===== src/rtl/mips_multicycle_ctrl_pkg.sv =====
// Shared types and encodings for the multicycle MIPS controller:
// state enum, opcode/funct values, ALU control codes and mux encodings.
package mips_pkg;

    localparam int unsigned OPCODE_W = 6;
    localparam int unsigned FUNCT_W  = 6;
    localparam int unsigned ALUCTL_W = 3;
    localparam int unsigned ALUOP_W  = 2;
    localparam int unsigned STATE_W  = 4;
    localparam int unsigned SRCB_W   = 2;
    localparam int unsigned PCSRC_W  = 2;

    typedef enum logic [STATE_W-1:0] {
        S_FETCH    = 4'd0,
        S_FETCH_PC = 4'd1,
        S_DECODE   = 4'd2,
        S_MEMADR   = 4'd3,
        S_MEMRD    = 4'd4,
        S_MEMWB    = 4'd5,
        S_MEMWR    = 4'd6,
        S_EXECUTE  = 4'd7,
        S_ALUWB    = 4'd8,
        S_BRANCH   = 4'd9,
        S_ADDIEX   = 4'd10,
        S_ADDIWB   = 4'd11,
        S_JUMP     = 4'd12
    } state_t;

    localparam logic [OPCODE_W-1:0] OP_RTYPE = 6'b000000;
    localparam logic [OPCODE_W-1:0] OP_LW    = 6'b100011;
    localparam logic [OPCODE_W-1:0] OP_SW    = 6'b101011;
    localparam logic [OPCODE_W-1:0] OP_BEQ   = 6'b000100;
    localparam logic [OPCODE_W-1:0] OP_ADDI  = 6'b001000;
    localparam logic [OPCODE_W-1:0] OP_J     = 6'b000010;

    localparam logic [FUNCT_W-1:0] FN_ADD = 6'b100000;
    localparam logic [FUNCT_W-1:0] FN_SUB = 6'b100010;
    localparam logic [FUNCT_W-1:0] FN_AND = 6'b100100;
    localparam logic [FUNCT_W-1:0] FN_OR  = 6'b100101;
    localparam logic [FUNCT_W-1:0] FN_SLT = 6'b101010;

    localparam logic [ALUCTL_W-1:0] ALU_AND = 3'b000;
    localparam logic [ALUCTL_W-1:0] ALU_OR  = 3'b001;
    localparam logic [ALUCTL_W-1:0] ALU_ADD = 3'b010;
    localparam logic [ALUCTL_W-1:0] ALU_SUB = 3'b110;
    localparam logic [ALUCTL_W-1:0] ALU_SLT = 3'b111;

    localparam logic [ALUOP_W-1:0] ALUOP_ADD   = 2'b00;
    localparam logic [ALUOP_W-1:0] ALUOP_SUB   = 2'b01;
    localparam logic [ALUOP_W-1:0] ALUOP_FUNCT = 2'b10;

    localparam logic [SRCB_W-1:0] SRCB_REGB     = 2'b00;
    localparam logic [SRCB_W-1:0] SRCB_FOUR     = 2'b01;
    localparam logic [SRCB_W-1:0] SRCB_SEXT     = 2'b10;
    localparam logic [SRCB_W-1:0] SRCB_SEXT_SH2 = 2'b11;

    localparam logic [PCSRC_W-1:0] PCSRC_NONE = 2'b00;
    localparam logic [PCSRC_W-1:0] PCSRC_ALU  = 2'b01;
    localparam logic [PCSRC_W-1:0] PCSRC_JUMP = 2'b10;

    // Opcodes that DECODE can dispatch; anything else is illegal.
    function automatic logic opcode_known(input logic [OPCODE_W-1:0] op);
        logic known;
        known = 1'b0;
        case (op)
            OP_RTYPE, OP_LW, OP_SW, OP_BEQ, OP_ADDI, OP_J: known = 1'b1;
            default:                                       known = 1'b0;
        endcase
        return known;
    endfunction

endpackage


===== src/rtl/mips_multicycle_ctrl_if.sv =====
// Controller <-> datapath bundle: IR fields and zero flag in, mux selects and strobes out.
interface mips_ctrl_if;
    import mips_pkg::*;

    logic [OPCODE_W-1:0] opcode_i;
    logic [FUNCT_W-1:0]  funct_i;
    logic                zero_i;
    logic [ALUCTL_W-1:0] aluControl_o;
    logic                aluSrcA_o;
    logic [SRCB_W-1:0]   aluSrcB_o;
    logic                iorD_o;
    logic                memWrite_o;
    logic                irWrite_o;
    logic                regDst_o;
    logic                memToReg_o;
    logic                regWrite_o;
    logic [PCSRC_W-1:0]  pcSrc_o;
    logic                pcEn_o;
    logic                illegal_o;
    logic [STATE_W-1:0]  state_o;

    modport master (
        input  opcode_i, funct_i, zero_i,
        output aluControl_o, aluSrcA_o, aluSrcB_o, iorD_o, memWrite_o, irWrite_o,
               regDst_o, memToReg_o, regWrite_o, pcSrc_o, pcEn_o, illegal_o, state_o
    );

    modport slave (
        output opcode_i, funct_i, zero_i,
        input  aluControl_o, aluSrcA_o, aluSrcB_o, iorD_o, memWrite_o, irWrite_o,
               regDst_o, memToReg_o, regWrite_o, pcSrc_o, pcEn_o, illegal_o, state_o
    );

endinterface


===== src/rtl/mips_multicycle_ctrl_alu_dec.sv =====
// ALU decoder: maps (aluOp, funct) to the 3-bit ALU control and flags unsupported functs.
module mips_alu_dec
    import mips_pkg::*;
(
    input  logic [ALUOP_W-1:0]  i_alu_op,
    input  logic [FUNCT_W-1:0]  i_funct,
    output logic [ALUCTL_W-1:0] o_alu_control_c,
    output logic                o_funct_illegal_c
);

    logic [ALUCTL_W-1:0] w_funct_ctl;

    // Funct validity is independent of aluOp so DECODE can flag it early.
    always_comb begin
        w_funct_ctl       = ALU_ADD;
        o_funct_illegal_c = 1'b0;
        case (i_funct)
            FN_ADD:  w_funct_ctl = ALU_ADD;
            FN_SUB:  w_funct_ctl = ALU_SUB;
            FN_AND:  w_funct_ctl = ALU_AND;
            FN_OR:   w_funct_ctl = ALU_OR;
            FN_SLT:  w_funct_ctl = ALU_SLT;
            default: o_funct_illegal_c = 1'b1;
        endcase
    end

    always_comb begin
        o_alu_control_c = ALU_ADD;
        case (i_alu_op)
            ALUOP_ADD:   o_alu_control_c = ALU_ADD;
            ALUOP_SUB:   o_alu_control_c = ALU_SUB;
            ALUOP_FUNCT: o_alu_control_c = w_funct_ctl;
            default:     o_alu_control_c = ALU_ADD;
        endcase
    end

endmodule


===== src/rtl/mips_multicycle_ctrl.sv =====
// Multicycle MIPS control FSM: state register, memory-latency counter and Moore output decode.
// Strobes are gated by reset so nothing fires while rst_i is high.
module mips_multicycle_ctrl
    import mips_pkg::*;
#(
    parameter int unsigned MEM_LAT = 1
) (
    input  logic       clk_i,
    input  logic       rst_i,
    mips_ctrl_if.master bus
);

    localparam int unsigned CNT_W = $clog2(MEM_LAT + 1);
    localparam logic [CNT_W-1:0] CNT_LAST = CNT_W'(MEM_LAT - 1);

    state_t              r_state;
    state_t              w_state_nxt;
    logic [CNT_W-1:0]    r_mem_cnt;
    logic [CNT_W-1:0]    w_mem_cnt_nxt;
    logic                w_mem_last;
    logic [CNT_W-1:0]    w_mem_cnt_inc;

    logic [ALUOP_W-1:0]  w_alu_op;
    logic [ALUCTL_W-1:0] w_alu_control;
    logic                w_funct_illegal;
    logic                w_decode_illegal;
    logic                w_src_a;
    logic [SRCB_W-1:0]   w_src_b;
    logic                w_iord;
    logic                w_reg_dst;
    logic                w_mem_to_reg;
    logic [PCSRC_W-1:0]  w_pc_src;
    logic                w_mem_write;
    logic                w_ir_write;
    logic                w_reg_write;
    logic                w_pc_write;
    logic                w_branch;
    logic                w_illegal;

    assign w_mem_last       = (r_mem_cnt == CNT_LAST);
    assign w_mem_cnt_inc    = r_mem_cnt + CNT_W'(1);
    assign w_decode_illegal = !opcode_known(bus.opcode_i) ||
                              ((bus.opcode_i == OP_RTYPE) && w_funct_illegal);

    mips_alu_dec u_alu_dec (
        .i_alu_op          (w_alu_op),
        .i_funct           (bus.funct_i),
        .o_alu_control_c   (w_alu_control),
        .o_funct_illegal_c (w_funct_illegal)
    );

    // Next state; the counter only runs in FETCH/MEMRD/MEMWR and clears on exit.
    always_comb begin
        w_state_nxt   = r_state;
        w_mem_cnt_nxt = '0;
        case (r_state)
            S_FETCH: begin
                if (w_mem_last) w_state_nxt   = S_FETCH_PC;
                else            w_mem_cnt_nxt = w_mem_cnt_inc;
            end
            S_FETCH_PC: w_state_nxt = S_DECODE;
            S_DECODE: begin
                case (bus.opcode_i)
                    OP_LW, OP_SW: w_state_nxt = S_MEMADR;
                    OP_RTYPE:     w_state_nxt = w_funct_illegal ? S_FETCH : S_EXECUTE;
                    OP_BEQ:       w_state_nxt = S_BRANCH;
                    OP_ADDI:      w_state_nxt = S_ADDIEX;
                    OP_J:         w_state_nxt = S_JUMP;
                    default:      w_state_nxt = S_FETCH;
                endcase
            end
            S_MEMADR: w_state_nxt = (bus.opcode_i == OP_SW) ? S_MEMWR : S_MEMRD;
            S_MEMRD: begin
                if (w_mem_last) w_state_nxt   = S_MEMWB;
                else            w_mem_cnt_nxt = w_mem_cnt_inc;
            end
            S_MEMWR: begin
                if (w_mem_last) w_state_nxt   = S_FETCH;
                else            w_mem_cnt_nxt = w_mem_cnt_inc;
            end
            S_EXECUTE: w_state_nxt = S_ALUWB;
            S_ADDIEX:  w_state_nxt = S_ADDIWB;
            S_MEMWB, S_ALUWB, S_ADDIWB, S_BRANCH, S_JUMP: w_state_nxt = S_FETCH;
            default:   w_state_nxt = S_FETCH;
        endcase
    end

    always_ff @(posedge clk_i or posedge rst_i) begin
        if (rst_i) begin
            r_state   <= S_FETCH;
            r_mem_cnt <= '0;
        end else begin
            r_state   <= w_state_nxt;
            r_mem_cnt <= w_mem_cnt_nxt;
        end
    end

    // Moore decode; writeback and memory states hold the ALU setup of the state before them.
    always_comb begin
        w_alu_op     = ALUOP_ADD;
        w_src_a      = 1'b0;
        w_src_b      = SRCB_FOUR;
        w_iord       = 1'b0;
        w_reg_dst    = 1'b0;
        w_mem_to_reg = 1'b0;
        w_pc_src     = PCSRC_NONE;
        w_mem_write  = 1'b0;
        w_ir_write   = 1'b0;
        w_reg_write  = 1'b0;
        w_pc_write   = 1'b0;
        w_branch     = 1'b0;
        w_illegal    = 1'b0;
        case (r_state)
            S_FETCH: w_ir_write = w_mem_last;
            S_FETCH_PC: begin
                w_pc_src   = PCSRC_ALU;
                w_pc_write = 1'b1;
            end
            S_DECODE: begin
                w_src_b   = SRCB_SEXT_SH2;
                w_illegal = w_decode_illegal;
            end
            S_MEMADR, S_ADDIEX: begin
                w_src_a = 1'b1;
                w_src_b = SRCB_SEXT;
            end
            S_MEMRD: begin
                w_src_a = 1'b1;
                w_src_b = SRCB_SEXT;
                w_iord  = 1'b1;
            end
            S_MEMWB: begin
                w_src_a      = 1'b1;
                w_src_b      = SRCB_SEXT;
                w_mem_to_reg = 1'b1;
                w_reg_write  = 1'b1;
            end
            S_MEMWR: begin
                w_src_a     = 1'b1;
                w_src_b     = SRCB_SEXT;
                w_iord      = 1'b1;
                w_mem_write = 1'b1;
            end
            S_EXECUTE: begin
                w_src_a  = 1'b1;
                w_src_b  = SRCB_REGB;
                w_alu_op = ALUOP_FUNCT;
            end
            S_ALUWB: begin
                w_src_a     = 1'b1;
                w_src_b     = SRCB_REGB;
                w_alu_op    = ALUOP_FUNCT;
                w_reg_dst   = 1'b1;
                w_reg_write = 1'b1;
            end
            S_BRANCH: begin
                w_src_a  = 1'b1;
                w_src_b  = SRCB_REGB;
                w_alu_op = ALUOP_SUB;
                w_pc_src = PCSRC_ALU;
                w_branch = 1'b1;
            end
            S_ADDIWB: begin
                w_src_a     = 1'b1;
                w_src_b     = SRCB_SEXT;
                w_reg_write = 1'b1;
            end
            S_JUMP: begin
                w_pc_src   = PCSRC_JUMP;
                w_pc_write = 1'b1;
            end
            default: ;
        endcase
    end

    assign bus.aluControl_o = w_alu_control;
    assign bus.aluSrcA_o    = w_src_a;
    assign bus.aluSrcB_o    = w_src_b;
    assign bus.iorD_o       = w_iord;
    assign bus.regDst_o     = w_reg_dst;
    assign bus.memToReg_o   = w_mem_to_reg;
    assign bus.pcSrc_o      = w_pc_src;
    assign bus.state_o      = r_state;

    assign bus.memWrite_o   = w_mem_write & ~rst_i;
    assign bus.irWrite_o    = w_ir_write  & ~rst_i;
    assign bus.regWrite_o   = w_reg_write & ~rst_i;
    assign bus.illegal_o    = w_illegal   & ~rst_i;
    assign bus.pcEn_o       = (w_pc_write | (w_branch & bus.zero_i)) & ~rst_i;

endmodule


===== src/flat_wrapper.sv =====
// flat-port wrapper written by rule: the top's interface ports become plain ports
module mips_multicycle_ctrl_flat import mips_pkg::*;
#(
    parameter int unsigned MEM_LAT = 1
)
  (clk_i, rst_i, bus_opcode_i, bus_funct_i, bus_zero_i, bus_aluControl_o, bus_aluSrcA_o, bus_aluSrcB_o, bus_iorD_o, bus_memWrite_o, bus_irWrite_o, bus_regDst_o, bus_memToReg_o, bus_regWrite_o, bus_pcSrc_o, bus_pcEn_o, bus_illegal_o, bus_state_o);
  mips_ctrl_if bus_i ();
  input  logic clk_i;
  input  logic rst_i;
  input wire logic [$bits(bus_i.opcode_i)-1:0] bus_opcode_i;
  input wire logic [$bits(bus_i.funct_i)-1:0] bus_funct_i;
  input wire logic [$bits(bus_i.zero_i)-1:0] bus_zero_i;
  output wire logic [$bits(bus_i.aluControl_o)-1:0] bus_aluControl_o;
  output wire logic [$bits(bus_i.aluSrcA_o)-1:0] bus_aluSrcA_o;
  output wire logic [$bits(bus_i.aluSrcB_o)-1:0] bus_aluSrcB_o;
  output wire logic [$bits(bus_i.iorD_o)-1:0] bus_iorD_o;
  output wire logic [$bits(bus_i.memWrite_o)-1:0] bus_memWrite_o;
  output wire logic [$bits(bus_i.irWrite_o)-1:0] bus_irWrite_o;
  output wire logic [$bits(bus_i.regDst_o)-1:0] bus_regDst_o;
  output wire logic [$bits(bus_i.memToReg_o)-1:0] bus_memToReg_o;
  output wire logic [$bits(bus_i.regWrite_o)-1:0] bus_regWrite_o;
  output wire logic [$bits(bus_i.pcSrc_o)-1:0] bus_pcSrc_o;
  output wire logic [$bits(bus_i.pcEn_o)-1:0] bus_pcEn_o;
  output wire logic [$bits(bus_i.illegal_o)-1:0] bus_illegal_o;
  output wire logic [$bits(bus_i.state_o)-1:0] bus_state_o;
  assign bus_i.opcode_i = bus_opcode_i;
  assign bus_i.funct_i = bus_funct_i;
  assign bus_i.zero_i = bus_zero_i;
  assign bus_aluControl_o = bus_i.aluControl_o;
  assign bus_aluSrcA_o = bus_i.aluSrcA_o;
  assign bus_aluSrcB_o = bus_i.aluSrcB_o;
  assign bus_iorD_o = bus_i.iorD_o;
  assign bus_memWrite_o = bus_i.memWrite_o;
  assign bus_irWrite_o = bus_i.irWrite_o;
  assign bus_regDst_o = bus_i.regDst_o;
  assign bus_memToReg_o = bus_i.memToReg_o;
  assign bus_regWrite_o = bus_i.regWrite_o;
  assign bus_pcSrc_o = bus_i.pcSrc_o;
  assign bus_pcEn_o = bus_i.pcEn_o;
  assign bus_illegal_o = bus_i.illegal_o;
  assign bus_state_o = bus_i.state_o;
  mips_multicycle_ctrl #(.MEM_LAT(MEM_LAT)) u_core (.clk_i(clk_i), .rst_i(rst_i), .bus(bus_i));
endmodule

===== config.mk =====
export PLATFORM = sky130hd
export DESIGN_NAME = mips_multicycle_ctrl_flat
export DESIGN_NICKNAME = d
export VERILOG_FILES = /design/src/rtl/mips_multicycle_ctrl_pkg.sv /design/src/rtl/mips_multicycle_ctrl_if.sv /design/src/rtl/mips_multicycle_ctrl_alu_dec.sv /design/src/rtl/mips_multicycle_ctrl.sv /design/src/flat_wrapper.sv
export SDC_FILE = /design/constraint.sdc
export NUM_CORES = 1
export LEC_CHECK = 0
export CAP_MARGIN = 20
export CORE_MARGIN = 5
export CORE_UTILIZATION = 41
export DETAILED_ROUTE_END_ITERATION = 7
export GPL_TIMING_DRIVEN = 1
export PLACE_DENSITY = 0.84
export SLEW_MARGIN = 20
export SYNTH_ARGS = -nofsm -noshare
export SYNTH_HDL_FRONTEND = slang
export SYNTH_HIERARCHICAL = 1
export SYNTH_SLANG_ARGS = --single-unit

===== constraint.sdc =====
create_clock -name clk_i -period 4.3 [get_ports clk_i]
set_input_delay 0.86 -clock clk_i [delete_from_list [all_inputs] [get_ports clk_i]]
set_output_delay 0.86 -clock clk_i [all_outputs]
set_load 0.05 [all_outputs]

==> results of run 1 <==
[placed cells by master, fill, tap and decap left out]
cell type / n
o2111ai_1: 1
o22ai_1: 4
a21o_1: 1
dfrtp_1: 4
nand3b_1: 1
and4bb_2: 1
nand2b_1: 6
nor2b_1: 1
a21oi_1: 7
or3b_1: 1
or2_2: 1
mux2i_1: 1
a221oi_1: 1
o21ai_0: 4
xor2_1: 1
nand2_1: 6
nor3b_1: 1
a31oi_1: 4
clkbuf_4: 3
a21boi_0: 1
nand4bb_1: 3
and3_1: 1
nor3_4: 1
a211oi_1: 2
ha_1: 2
clkdlybuf4s50_1: 34
nor3_1: 5
a2111o_1: 1
inv_1: 9
o21ai_1: 1
nand3_1: 1
nand4b_1: 1
nor4_1: 1
nor2_1: 16
[kinds of logic (layout without fill, tap and decap cells)]
family          count (synthesis)  in the layout
mux                             1              1
xor+xnor                        1              1
compound gates                 27             27
fa+ha+maj                       2              2
flops                           4              4
simple gates                   47             47
buf+inv                        15             46
[routing by layer]
metal | GRT usage, % | share of wire [%]
met1 | 16.4 | 39
met2 | 30.9 | 52
met3 | 3.61 | 7.8
met4 | 5.24 | 0.67
met5 | 0 | 0
[worst reg2reg max path, stage by stage (launching register included)]
cell,delay [ps]
dfrtp_1,530
nor2b_1,260
nand2_1,140
a2111o_1,300
o21ai_0,80
[stage by stage]
step	util, %	setup WS [ps]
final	66.4	478
after detailed placement	64.9	485
after global placement	64.9	611
after global routing	66.4	303
after CTS	66.4	483
after floorplan	-	613
[final timing paths]
kind                       depth (start not counted)                     to  slack (ps)                  start
max                                                6          bus_illegal_o         480        bus_opcode_i[2]
max reg2reg                                        4  u_core/bus.state_o[1]        2910  u_core/bus.state_o[0]
min reg2reg                                        2  u_core/bus.state_o[2]         700  u_core/bus.state_o[1]
min                                                2  u_core/bus.state_o[2]         700  u_core/bus.state_o[1]
min in group asynchronous                          2  u_core/bus.state_o[3]        1010                  rst_i
max in group asynchronous                          2  u_core/bus.state_o[1]        3140                  rst_i
[power groups by stage]
stage	sequential (W)	clock, W	combinational (W)
global placement	0.0000902	0	0.000423
detailed placement	0.0000920	0	0.000427
floorplan	0.000105	0	0.000281
CTS	0.0000917	0.0000482	0.000428
global route	0.0000973	0.0000511	0.000450
finish	0.0000913	0.0000467	0.000427
[Yosys cell counts]
cell type	number
o21ai_0	4
nand4b_1	1
nor3_1	5
or3b_1	1
nor4_1	1
nand2b_1	6
o2111ai_1	1
and4bb_2	1
a221oi_1	1
xor2_1	1
dfrtp_1	4
buf_2	4
nor2b_1	1
a21boi_0	1
a31oi_1	4
a21oi_1	7
nand3b_1	1
and3_1	1
nand4bb_1	3
or2_2	1
nand3_1	1
mux2i_1	1
a211oi_1	2
nor2_1	16
o22ai_1	4
o21ai_1	1
inv_1	9
clkbuf_1	2
nor3_4	1
a2111o_1	1
a21o_1	1
ha_1	2
nand2_1	6
nor3b_1	1
[cell type report]
class / instances / share of cell area [%]
multi-input combinational: 78 / 48.3
inverter: 9 / 3.38
tap: 16 / 2.00
sequential: 4 / 10.0
timing repair buffer: 34 / 34.0
clock buffer: 3 / 2.25
==> impl_results.md, run 1 <==
- Maximum clock insertion buffer count: 2
- Vias: around 800
- Crit path time final: 3820 ps
- Post-Syn Area: 644 um2
- Full die area: 2460 um2
- Adder-Cell Fraction of Synth Area: about 3.9%
- Detailed-route wire length: 1.95 mm
- Cells after Synth: 97
- I/O pins: 35
- Peak supply drop: 231 uV
- Crit share post-route: about nine tenths
- Synthesized Nets: 114
- GRT Overall Usage: 16.0%
- RePlAce Congestion: 0.800
- Worst-path clk slew: about 40 ps
- Critical path data arrival time: about 3000 ps
- Yosys top cell area share: between 10% and 20%
- Core Area: 1510 um2
- Sw frac: 59.5%
- Non-Filler Instances: roughly 140
- Simple-gate share of the synthesized area: 41.9%
- Power density over cell area: 565 nW/um2
- Largest register FFs: 4
- Worst hold slack: 696 ps
- Layout cells sized above 1: 4.69%
- Rows: 14
- Congestion Overflow GR: 0
- H-Tree Level Count: 1
- RSZ-0062 raised after global routing: no
- Clock share of power: 8.3%
- Synthesis Warnings: 6
- Avg WL per Cell: 13.6 um
- Post-DP HPWL: 1.57 mm
- Buf/Inv on CP: 2
- Sw power: 0.000336 W
- Status: completed
- Crit Path Category: in2out
- Crit-path max cell delay: 840 ps
- CTS tree: done
- Largest family of logic cells by synthesized area: simple AND/OR/NAND/NOR gates
- Max stage delay cell, worst path: clkdlybuf4s50_1
- CTS Hold Bufs: 0
- Top cells by area, synth: dfrtp_1 (16%), nor2_1 (9.3%), nand2b_1 (5.8%), a21oi_1 (5.4%), inv_1 (5.2%)
- Xor/xnor share of the synthesized area: 1.36%
- Port Buf Inserts: 34
- F_max: 262 MHz
- Footprint of the multi-input gates: 483 um2
- Slew margin rel.: 66.6%
- Initial antenna violation count: 0
- Nets: 147
- Number of diodes: 0
- Leading area contributor after synthesis: dfrtp_1
- Worst min path class: reg2reg
- Unique masters post-synth: 34
- Final instance area: 1000 um2
- Filler Cells Inserted: 144
- DRT antenna net count: 0
- Initial Util: 42.8%
- DRT Pass-1 Iters: 4
- Reg power frac: ~16%
- Global-route wire length before repair: 3.18 mm
- Initial DRC count: 35
- Post-CTS sizing: 0
- Multiplexer area fraction after synthesis: 1.55%
- Pwr Total: between 0.0005 and 0.0006 W
- Slew Limit Fails: 0
- Clock Latency Late Sink: 240 ps
- Area Overhead vs Synth: 55.1%
- Clock buffer count from CTS: 3
- Avg Cell Area, Syn: 6.64 um2
- DR DRC count: 0
- MaxCap Viol Count: 0
- Die Ht: 49.6 um
- Setup TNS: 0 ps
- CP Data Required Time: about 3400 ps
- Final hold viol count: 0
- Post-CTS Setup Bufs: 0
- Yosys reg bits: 4
- CP Max Fanout: 8
- Root buf cell: clkbuf_4
- Vias in the first global route: 760
- DR vias/cell: 5.69
- Pin count of the biggest net entering global routing: 16
- Leak: about 0.37 nW
- CP Launch Type: input port
- Power Internal: 0.000229 W
- Worst setup EP type: output pin
- Storage cell area: 100 um2
- Final setup violating endpoints: 0
- Sequential share of the synthesized area: roughly 16%
- Clock sinks: 4
- Area fraction in compound gates after synthesis: between 20% and 30%
- Power share of the combinational group: roughly three quarters
- DP Area: just under 1000 um2
- Die X: 49.6 um
- CP top delay family: buffers and inverters
- Least-Margin Pin Slew: 499 ps
- Placed cell count: 141
- Skew final: about 1.3 ps
- Chain of cells forming the critical path: clkdlybuf4s50_1 -> nor2_1 -> o21ai_0 -> o21ai_0 -> a211oi_1 -> clkdlybuf4s50_1
Note: power is estimated with default switching activity, not from simulation.
==> run 2, diff against run 1 <==
--- a/config.mk
+++ b/config.mk
@@ -11,7 +11,7 @@
 export DETAILED_ROUTE_END_ITERATION = 7
 export GPL_TIMING_DRIVEN = 1
 export PLACE_DENSITY = 0.84
-export SLEW_MARGIN = 20
+export SLEW_MARGIN = 5
 export SYNTH_ARGS = -nofsm -noshare
 export SYNTH_HDL_FRONTEND = slang
 export SYNTH_HIERARCHICAL = 1
==> results of run 2 <==
Same layout as run 1: the final DEF is identical, and so are final timing and power.
